**config.mk**
```make
export PLATFORM = sky130hd
export DESIGN_NAME = odu_frame_gen_param
export DESIGN_NICKNAME = d
export VERILOG_FILES = /design/src/rtl/odu_frame_gen_param.sv
export SDC_FILE = /design/constraint.sdc
export NUM_CORES = 2
export LEC_CHECK = 0
export CORE_MARGIN = 8
export CORE_UTILIZATION = 40
export CTS_CLUSTER_DIAMETER = 60
export DETAILED_ROUTE_END_ITERATION = 8
export MAX_ROUTING_LAYER = met4
export PLACE_DENSITY_LB_ADDON = 0.2
export SLEW_MARGIN = 40
export SYNTH_ARGS = -nofsm -noshare
export SYNTH_HDL_FRONTEND = slang
export SYNTH_SLANG_ARGS = --single-unit
```
**constraint.sdc**
```tcl
create_clock -name i_clk -period 6.5 [get_ports i_clk]
set_input_delay 0.975 -clock i_clk [delete_from_list [all_inputs] [get_ports i_clk]]
set_output_delay 0.975 -clock i_clk [all_outputs]
set_load 0.01 [all_outputs]
```
**src/rtl/odu_frame_gen_param.sv**
```systemverilog
// odu_frame_gen_param
//   Parametrised ODU row/frame generator. Client (OSU) words are accepted on a
//   valid/ready handshake into a 2*W_BYTES byte gearbox. Rows of ROW_WORDS
//   words are then emitted. The first word of each row carries OH_BYTES
//   overhead bytes ahead of the payload. The middle words carry payload only.
//   The last word ends with STUFF_BYTES copies of STUFF_BYTE. FS/RS/MFAS
//   sideband accompanies every word.
//
//   Optional build macro: MFAS_INSERT_EN -- when defined, the last overhead
//   byte of every row carries the current mfas value instead of the row
//   pattern byte.
//
// Ports
//   i_clk            clock
//   i_rst_n          synchronous active-low reset
//   i_enable         global run enable (freezes push, emit and state when 0)
//   i_osu_data       client word, first byte at [DATA_W-1 -: 8]
//   i_osu_valid      client word valid
//   o_osu_ready      client word accepted when valid & ready
//   o_odu_data_out   ODU word, MSB-first byte order
//   o_odu_valid_out  ODU word valid
//   o_odu_fs_out     frame start (first word of row 0)
//   o_odu_rs_out     row start (first word of every row)
//   o_odu_mfas_out   multiframe counter of the current word
module odu_frame_gen_param #(
  parameter int          DATA_W         = 384,
  parameter int          OH_BYTES       = 16,
  parameter int          STUFF_BYTES    = 16,
  parameter int          ROW_WORDS      = 81,
  parameter int          ROWS_PER_FRAME = 3,
  parameter logic [7:0]  STUFF_BYTE     = 8'h99
) (
  input  logic              i_clk,
  input  logic              i_rst_n,
  input  logic              i_enable,
  input  logic [DATA_W-1:0] i_osu_data,
  input  logic              i_osu_valid,
  output logic              o_osu_ready,
  output logic [DATA_W-1:0] o_odu_data_out,
  output logic              o_odu_valid_out,
  output logic              o_odu_fs_out,
  output logic              o_odu_rs_out,
  output logic [7:0]        o_odu_mfas_out
);

  localparam int W_BYTES   = DATA_W / 8;
  localparam int ACC_BYTES = 2 * W_BYTES;
  localparam int FILL_W    = $clog2(ACC_BYTES + 1);
  localparam int WC_W      = $clog2(ROW_WORDS);

  localparam logic [FILL_W-1:0] W_FILL     = FILL_W'(W_BYTES);
  localparam logic [FILL_W-1:0] NEED_OH    = FILL_W'(W_BYTES - OH_BYTES);
  localparam logic [FILL_W-1:0] NEED_END   = FILL_W'(W_BYTES - STUFF_BYTES);
  localparam logic [WC_W-1:0]   WC_PL_LAST = WC_W'(ROW_WORDS - 2);
  localparam logic [3:0]        ROW_LAST   = 4'(ROWS_PER_FRAME - 1);

  typedef enum logic [1:0] {S_IDLE, S_OH, S_PAYLOAD, S_END} state_t;

  state_t                         r_state, w_state_nxt;
  logic [FILL_W-1:0]              r_fill, w_fill_nxt;
  // Accumulator byte 0 is the oldest byte.
  logic [ACC_BYTES-1:0][7:0]      r_acc, w_acc_nxt;
  logic [WC_W-1:0]                r_word_cnt, w_word_cnt_nxt;
  logic [3:0]                     r_row_cnt, w_row_cnt_nxt;
  logic [7:0]                     r_mfas, w_mfas_nxt;

  logic [DATA_W-1:0]              r_data;
  logic                           r_valid, r_fs, r_rs;
  logic [7:0]                     r_mfas_out;

  logic [W_BYTES-1:0][7:0]        w_in;
  logic [W_BYTES-1:0][7:0]        w_word;
  logic [FILL_W-1:0]              w_need, w_pop, w_base;
  logic                           w_emit, w_push;
  logic [3:0]                     w_row_p1;
  logic [7:0]                     w_row_pat;

  assign w_in        = i_osu_data;
  // Ready depends on registered fill only, so it never depends on the emit
  // decision made in the same cycle.
  assign o_osu_ready = i_rst_n & i_enable & (r_fill <= W_FILL);
  assign w_push      = i_osu_valid & o_osu_ready;

  always_comb begin
    w_need = '0;
    case (r_state)
      S_OH:      w_need = NEED_OH;
      S_PAYLOAD: w_need = W_FILL;
      S_END:     w_need = NEED_END;
      default:   w_need = '0;
    endcase
  end

  assign w_emit     = i_enable & (r_state != S_IDLE) & (r_fill >= w_need);
  assign w_pop      = w_emit ? w_need : '0;
  assign w_base     = r_fill - w_pop;
  assign w_fill_nxt = w_base + (w_push ? W_FILL : '0);

  // Gearbox: drop the popped bytes from the head, then append the new client
  // word directly behind the surviving bytes.
  always_comb begin
    w_acc_nxt = '0;
    for (int i = 0; i < ACC_BYTES; i++) begin
      if (i + int'(w_pop) < ACC_BYTES)
        w_acc_nxt[i] = r_acc[i + int'(w_pop)];
    end
    if (w_push) begin
      for (int i = 0; i < ACC_BYTES; i++) begin
        if (i >= int'(w_base) && i < int'(w_base) + W_BYTES)
          w_acc_nxt[i] = w_in[W_BYTES-1-(i-int'(w_base))];
      end
    end
  end

  assign w_row_p1  = r_row_cnt + 4'd1;
  assign w_row_pat = {w_row_p1, w_row_p1};

  // Output word assembly. w_word[W_BYTES-1] is the first (most significant) byte.
  always_comb begin
    w_word = '0;
    for (int b = 0; b < W_BYTES; b++) begin
      case (r_state)
        S_OH: begin
          if (b < OH_BYTES) w_word[W_BYTES-1-b] = w_row_pat;
          else              w_word[W_BYTES-1-b] = r_acc[b-OH_BYTES];
        end
        S_PAYLOAD: w_word[W_BYTES-1-b] = r_acc[b];
        S_END: begin
          if (b < W_BYTES - STUFF_BYTES) w_word[W_BYTES-1-b] = r_acc[b];
          else                           w_word[W_BYTES-1-b] = STUFF_BYTE;
        end
        default: w_word[W_BYTES-1-b] = 8'h00;
      endcase
    end
`ifdef MFAS_INSERT_EN
    if (r_state == S_OH) w_word[W_BYTES-OH_BYTES] = r_mfas;
`endif
  end

  // Row FSM. The only transition that does not need an emit is leaving IDLE.
  always_comb begin
    w_state_nxt    = r_state;
    w_word_cnt_nxt = r_word_cnt;
    w_row_cnt_nxt  = r_row_cnt;
    w_mfas_nxt     = r_mfas;
    case (r_state)
      S_IDLE: if (i_enable) w_state_nxt = S_OH;
      S_OH: if (w_emit) begin
        w_state_nxt    = S_PAYLOAD;
        w_word_cnt_nxt = WC_W'(1);
      end
      S_PAYLOAD: if (w_emit) begin
        if (r_word_cnt == WC_PL_LAST) w_state_nxt = S_END;
        w_word_cnt_nxt = r_word_cnt + WC_W'(1);
      end
      S_END: if (w_emit) begin
        w_state_nxt    = S_OH;
        w_word_cnt_nxt = '0;
        if (r_row_cnt == ROW_LAST) begin
          w_row_cnt_nxt = '0;
          w_mfas_nxt    = r_mfas + 8'd1;
        end else begin
          w_row_cnt_nxt = r_row_cnt + 4'd1;
        end
      end
      default: w_state_nxt = S_IDLE;
    endcase
  end

  always_ff @(posedge i_clk) begin
    if (!i_rst_n) begin
      r_state    <= S_IDLE;
      r_fill     <= '0;
      r_acc      <= '0;
      r_word_cnt <= '0;
      r_row_cnt  <= '0;
      r_mfas     <= '0;
      r_data     <= '0;
      r_valid    <= 1'b0;
      r_fs       <= 1'b0;
      r_rs       <= 1'b0;
      r_mfas_out <= '0;
    end else begin
      r_state    <= w_state_nxt;
      r_fill     <= w_fill_nxt;
      r_acc      <= w_acc_nxt;
      r_word_cnt <= w_word_cnt_nxt;
      r_row_cnt  <= w_row_cnt_nxt;
      r_mfas     <= w_mfas_nxt;
      r_valid    <= w_emit;
      r_rs       <= w_emit & (r_state == S_OH);
      r_fs       <= w_emit & (r_state == S_OH) & (r_row_cnt == 4'd0);
      // Data and mfas keep the last emitted word while the output stalls.
      if (w_emit) begin
        r_data     <= w_word;
        r_mfas_out <= r_mfas;
      end
    end
  end

  assign o_odu_data_out  = r_data;
  assign o_odu_valid_out = r_valid;
  assign o_odu_fs_out    = r_fs;
  assign o_odu_rs_out    = r_rs;
  assign o_odu_mfas_out  = r_mfas_out;

endmodule

```
# Word-level counts from Yosys, hierarchy flattened
# Cells that the tools add are included.
# word_totals
reg_bits	1191
out_inout_bits	396
wordCells	1834
# op_classes
add_sub_neg	293
n_lt_le_gt_ge	482
eq_ne	10
mux	830
bitwise	7
reduce_logical	106
# op_table
op	n
$bmux W8 S7	96
$bmux W8 S6	96
$mux W8	575
$lt A32 B8 Y1 const B	95
$lt A7 B32 Y1 const A	32
$lt A8 B32 Y1 const A	31
$lt A9 B8 Y1 const B	96
$sub A7 B8 Y9 const A	96
$mux W768	1
$lt A8 B8 Y1 const B	95
$lt A6 B32 Y1 const A	16
$pmux W8 S2	32
$pmux W8 S3	16
$add A6 B7 Y8 const A	32
$add A7 B7 Y8 const A	32
$lt A5 B32 Y1 const A	8
$sub A6 B7 Y8 const A	32
$sub A7 B7 Y8 const A	32
$ge A6 B7 Y1 const A	32
$ge A7 B7 Y1 const A	32
$add A5 B7 Y8 const A	16
$lt A4 B32 Y1 const A	4
$sub A5 B7 Y8 const A	16
$ge A5 B7 Y1 const A	16
49 further kinds	199

# Logic depth before layout (Yosys ltp)
# depth
word_depth	14
ltp_mapped	27

# Least setup slack after synthesis
# OpenSTA, ideal clock, no wires.
# synth_timing
path_kind	register to register
from	register r_state[1]
to	register r_acc[137] in the netlist's numbering
setup_ns	0.122
arrival_ns	5.499
path_slack_ns	0.879
path_stages_with_launch	27
cell_sequence	dfxtp_1 -> clkbuf_1 -> clkbuf_1 -> clkbuf_1 -> inv_1 -> ha_1 -> nand4b_1 -> o21ai_2 -> buf_4 -> buf_4 -> buf_4 -> buf_2 -> ha_1 -> inv_1 -> fa_1 -> inv_1 -> ha_1 -> inv_1 -> ha_1 -> clkbuf_1 -> o21ba_2 -> nand3_1 -> nand3_1 -> buf_2 -> clkbuf_1 -> nor2b_1 -> a221o_1
# synth_between
elab_chain_cells	14
# synth_lines
item	line_no	source
start: declaration	59	state_t r_state, w_state_nxt;
start signal: assignment	184	r_state <= w_state_nxt;
$eq A2 B1 Y1 or $eq A2 B2 Y1 (tied branches)	86	case (r_state)
$reduce_or A2 Y1 (no source line)	n/a	
$pmux W6 S2	86	
$ge A7 B7 Y1	94	assign w_emit = i_enable & (r_state != S_IDLE) & (r_fill >= w_need);
$and A1 B1 Y1	94	
$mux W7 (*)	95	assign w_pop = w_emit ? w_need : '0;
$sub A7 B7 Y7	96	assign w_base = r_fill - w_pop;
$sub A5 B7 Y8	110	w_acc_nxt[i] = w_in[W_BYTES-1-(i-int'(w_base))];
$sub A7 B8 Y9	110	
$bmux W8 S6	110	
$mux W8 (implied by the code) (2 in a row)	110	
$mux W8	109	if (i >= int'(w_base) && i < int'(w_base) + W_BYTES)
$mux W768 (*)	107	if (w_push) begin
end signal: assignment	186	r_acc <= w_acc_nxt;
end: declaration	62	logic [ACC_BYTES-1:0][7:0] r_acc, w_acc_nxt;
# Every way passes the cells marked *; elsewhere a longest branch is shown, timed or not. The select of a mux whose other input is x is not followed.
# A chain may end at the register's enable or synchronous reset.

# Worst setup path after layout
# layout_timing
from	register r_state[0]
to	register r_acc[379] in the netlist's numbering
# layout_between
elab_chain_cells	14
# layout_lines
item	line_no
$eq A2 B1 Y1 or $eq A2 B2 Y1 (tied branches)	86
$reduce_or A2 Y1 (no source line)	n/a
$pmux W6 S2	86
$ge A7 B7 Y1	94
$and A1 B1 Y1	94
$mux W7 (*)	95
$sub A7 B7 Y7	96
$sub A6 B7 Y8	110
$sub A7 B8 Y9	110
$bmux W8 S6	110
$mux W8 (implied by the code) (2 in a row)	110
$mux W8	109
$mux W768 (*)	107
# Marked as above.

==> impl_metrics.env <==
export IMPL_timing_max_slew_rel_slack=0.3833
export IMPL_timing_max_cap_violations=0
export IMPL_grt_start_max_net_pins=237
export IMPL_routabilityCongestion=0.9398
export IMPL_worst_slew_pin_slew_ns=0.9250
export IMPL_yosysWarningCount=0
export IMPL_htreeDepth=4
export IMPL_avgRoutedWirePerCell_um=29.39
export IMPL_timing_worst_setup_path_type="flop to flop"
export IMPL_fillCellCount=16840
export IMPL_sum_neg_setup_slack_ns=0
export IMPL_numClockSinks=1187
export IMPL_cts_tree="done"
export IMPL_clock_skew_after_layout_ns=0.02738
export IMPL_layout_area_overhead_vs_synth_pct=20.86
export IMPL_layout_nets=9111
export IMPL_slowest_stage="sky130_fd_sc_hd__ha_4"
export IMPL_syn_num_nets=8925
export IMPL_timing_hold_worst_class="flop to flop"
export IMPL_first_global_vias=70090
export IMPL_worst_ep_arrival_time_ns=6.33
export IMPL_critPathBufInv=5
export IMPL_synth_yosys_seq_area_share=0.3336
export IMPL_syn_area_um2=71240
export IMPL_fmax_ghz=0.1779
export IMPL_finalHoldViolations=0
export IMPL_setup_violation_total_in_the_final_timing_report=0
export IMPL_synth_seq_cells=1187
export IMPL_die_width_um=438.0
export IMPL_grt_total_usage=0.3329
export IMPL_design_die_area_um2=191900
export IMPL_core_area_um2=177600
export IMPL_grt_antenna_before_repair=35
export IMPL_outcome="finished, violations left"
export IMPL_clk_insertion_delay_late_ns=0.82
export IMPL_synth_edf_count=0
export IMPL_critical_path_max_stage_delay_ns=0.72
export IMPL_min_period_over_period=0.8647
export IMPL_first_pass_iteration_count_of_the_detailed_router=9
export IMPL_minimum_clock_period_ns=5.620
export IMPL_via_count=73170
export IMPL_pin_count=784
export IMPL_timing_final_max_slew_violations=0
export IMPL_cts_root_to_sink_buffers=3
export IMPL_unrepaired_setup_endpoints_after_global_routing="false"
export IMPL_synth_async_reset_ratio=0
export IMPL_multi_input_area_um2=43990
export IMPL_netlist_cell_types=76
export IMPL_cts_made_buffers=152
export IMPL_drive_above_1_share=0.1313
export IMPL_grt_pass1_wl_um=474900
export IMPL_cts_reportedPaths_clkPinSlew_ns=0.06
export IMPL_postSynthCellCount=8511
export IMPL_detail_route_vias_per_cell=6.531
export IMPL_cp_data_required_time_ns=7.21
export IMPL_timing_critical_path_fanout_max=44
export IMPL_synth_ff_type="sky130_fd_sc_hd__dfxtp_1"
export IMPL_critical_path_endpoint_type="flop"
export IMPL_failing_checks="design-rule violations"
export IMPL_peakVddDrop_v=0.0002606
export IMPL_initialDrtViolationCount=8278
export IMPL_io_buffers=783
export IMPL_post_route_util=0.4847
export IMPL_post_cts_setup_buffers=0
export IMPL_cts_repair_resize_count=0
export IMPL_syn_avg_cell_area_um2=8.370
export IMPL_worst_path_most_repeated_cell="sky130_fd_sc_hd__inv_1"
export IMPL_critPathTopFamily="adder cells"
export IMPL_clk_root_buffer_cell="sky130_fd_sc_hd__clkbuf_16"
export IMPL_dp_final_hpwl_um=203600
export IMPL_timing_critical_path_cells="inv_1, ha_4, and4bb_1, o21ai_4, ha_4, inv_1, fa_1, inv_1, ha_1, inv_1, ha_1, o21ai_0, or3_1, nand3_4, buf_12, o221ai_1"
export IMPL_effective_utilization_at_floorplan=0.4010
export IMPL_power_leakage_nw=33.45
export IMPL_timing_hold_worst_path_depth=2
export IMPL_fp_row_count=155
export IMPL_final_wl_um=329300
export IMPL_final_seq_area_um2=23770
export IMPL_postRouteAntennaNets=0
export IMPL_drc=2
export IMPL_grt_ovfl_total=0
export IMPL_startpoint_type="flop"
export IMPL_worst_r2r_path_depth=16
export IMPL_power_per_cell_area_nw_per_um2=285.0
export IMPL_crit_cells=16
export IMPL_ctsHoldBuffers=0
export IMPL_die_height_um=438.0
==> layout make-up <==
class	instances	area share
Timing Repair Buffer	950	0.1173
Inverter	21	0.001163
Clock inverter	55	0.008152
Antenna cell	31	0.0009009
Clock buffer	220	0.05125
Tap cell	2355	0.03422
Sequential cell	1187	0.2760
Multi-Input combinational cell	6385	0.5109
==> Yosys cell counts, types with 96 or more instances <==
master                     count  area share
sky130_fd_sc_hd__a21oi_1     529       0.037
sky130_fd_sc_hd__a221o_1     111       0.016
sky130_fd_sc_hd__a221oi_1    310       0.038
sky130_fd_sc_hd__a22oi_1      96       0.010
sky130_fd_sc_hd__buf_2       187       0.013
sky130_fd_sc_hd__clkbuf_1    649       0.034
sky130_fd_sc_hd__dfxtp_1    1187        0.33
sky130_fd_sc_hd__mux2_2      467       0.074
sky130_fd_sc_hd__mux2i_1     433       0.061
sky130_fd_sc_hd__mux4_2      126       0.040
sky130_fd_sc_hd__nand2_1    1612       0.085
sky130_fd_sc_hd__nand2b_1    144       0.013
sky130_fd_sc_hd__nand3_1     190       0.013
sky130_fd_sc_hd__nor2_1      417       0.022
sky130_fd_sc_hd__nor2b_1     102      0.0090
sky130_fd_sc_hd__nor3_1      109      0.0077
sky130_fd_sc_hd__nor3b_1     193       0.020
sky130_fd_sc_hd__o211ai_1    206       0.022
sky130_fd_sc_hd__o21ai_0     367       0.026
sky130_fd_sc_hd__o221ai_1    147       0.018
sky130_fd_sc_hd__o22ai_1     109      0.0096
sky130_fd_sc_hd__o31ai_1     113       0.012
==> cell families after synthesis <==
kind of cell / Yosys count / share of synthesized area
DFF: 1187 / 0.3336
and+or+nand+nor: 2875 / 0.1802
adders and majority gates: 26 / 0.004777
xor gates and xnor gates: 13 / 0.001704
AOI/OAI and AO/OA: 2445 / 0.2509
muxes: 1026 / 0.1745
buffers and inverters: 939 / 0.05441
==> flip-flops by register name, summed over array words and instances, names as in the netlist <==
name	count
r_acc	768
o_odu_data_out	384
o_odu_mfas_out	8
r_mfas	8
r_word_cnt	7
r_row_cnt	4
r_fill	3
r_state	2
o_odu_fs_out	1
o_odu_rs_out	1
o_odu_valid_out	1
==> routing by layer <==
| layer | vias up | wire, um | global-route usage |
|---|---|---|---|
| met5 | - | 0 | - |
| met4 | 0 | 27150 | 0.2456 |
| met3 | 1090 | 31720 | 0.07112 |
| met2 | 4501 | 145700 | 0.4985 |
| met1 | 35490 | 124700 | 0.3941 |
| li1 | 32090 | - | - |
==> metrics by stage <==
stage / hold WS (ns) / instance area, um^2 / instances / worst slack [ns] / total power (W)
floorplan: 0.4470 / 71240 / 8511 / 0.8792 / 0.01270
global placement: 0.4620 / 80430 / 10880 / 0.7237 / 0.01551
detailed placement: 0.4623 / 80690 / 10890 / 0.7464 / 0.01564
CTS: 0.4737 / 85810 / 11160 / 0.9480 / 0.02443
global route: 0.4929 / 86100 / 11200 / 0.6786 / 0.02536
finish: 0.4703 / 86100 / 11200 / 0.8796 / 0.02454
==> path summary, 6_finish.rpt <==
| path | from | to | slack (ns) |
|---|---|---|---|
| worst max-delay path | r_state[0] | r_acc[379] | 0.88 |
| worst min-delay path | o_odu_mfas_out[0] | o_odu_mfas_out[0] | 0.47 |
| worst max register to register | r_state[0] | r_acc[379] | 0.88 |
| worst min register to register | o_odu_mfas_out[0] | o_odu_mfas_out[0] | 0.47 |
==> layout by cell type, fill, tap and decap left out, types with 102 or more instances in the layout <==
cell type                         synthesis  routed
sky130_fd_sc_hd__nand2_1               1612    1609
sky130_fd_sc_hd__o22ai_1                109     109
sky130_fd_sc_hd__dfxtp_1               1187    1186
sky130_fd_sc_hd__o21ai_0                367     367
sky130_fd_sc_hd__a221oi_1               310     310
sky130_fd_sc_hd__o211ai_1               206     206
sky130_fd_sc_hd__clkbuf_16                0     155
sky130_fd_sc_hd__a221o_1                111     111
sky130_fd_sc_hd__nand2b_1               144     144
sky130_fd_sc_hd__mux2i_1                433     433
sky130_fd_sc_hd__mux2_2                 467     467
sky130_fd_sc_hd__nor3_1                 109     108
sky130_fd_sc_hd__o31ai_1                113     113
sky130_fd_sc_hd__nor3b_1                193     193
sky130_fd_sc_hd__mux4_2                 126     126
sky130_fd_sc_hd__o221ai_1               147     147
sky130_fd_sc_hd__nor2b_1                102     102
sky130_fd_sc_hd__nor2_1                 417     415
sky130_fd_sc_hd__a21oi_1                529     523
sky130_fd_sc_hd__nand3_1                190     184
sky130_fd_sc_hd__clkdlybuf4s50_1          0     782
==> power by group <==
group / total, W / internal [W] / switching [W]
clock network: 0.00882 / 0.00524 / 0.00358
logic: 0.00694 / 0.00266 / 0.00429
registers: 0.00877 / 0.00799 / 0.000782
total: 0.0245 / 0.0159 / 0.00865
==> worst register-to-register path: cells and delay by family (launching register included) <==
kind | cells | cell delay [ns]
fa+ha+maj | 5 | 2.06
buf+inv | 5 | 1.04
compound gates | 3 | 0.75
flops | 1 | 0.38
simple gates | 3 | 1.28
Power figures use the tool's default switching activity.
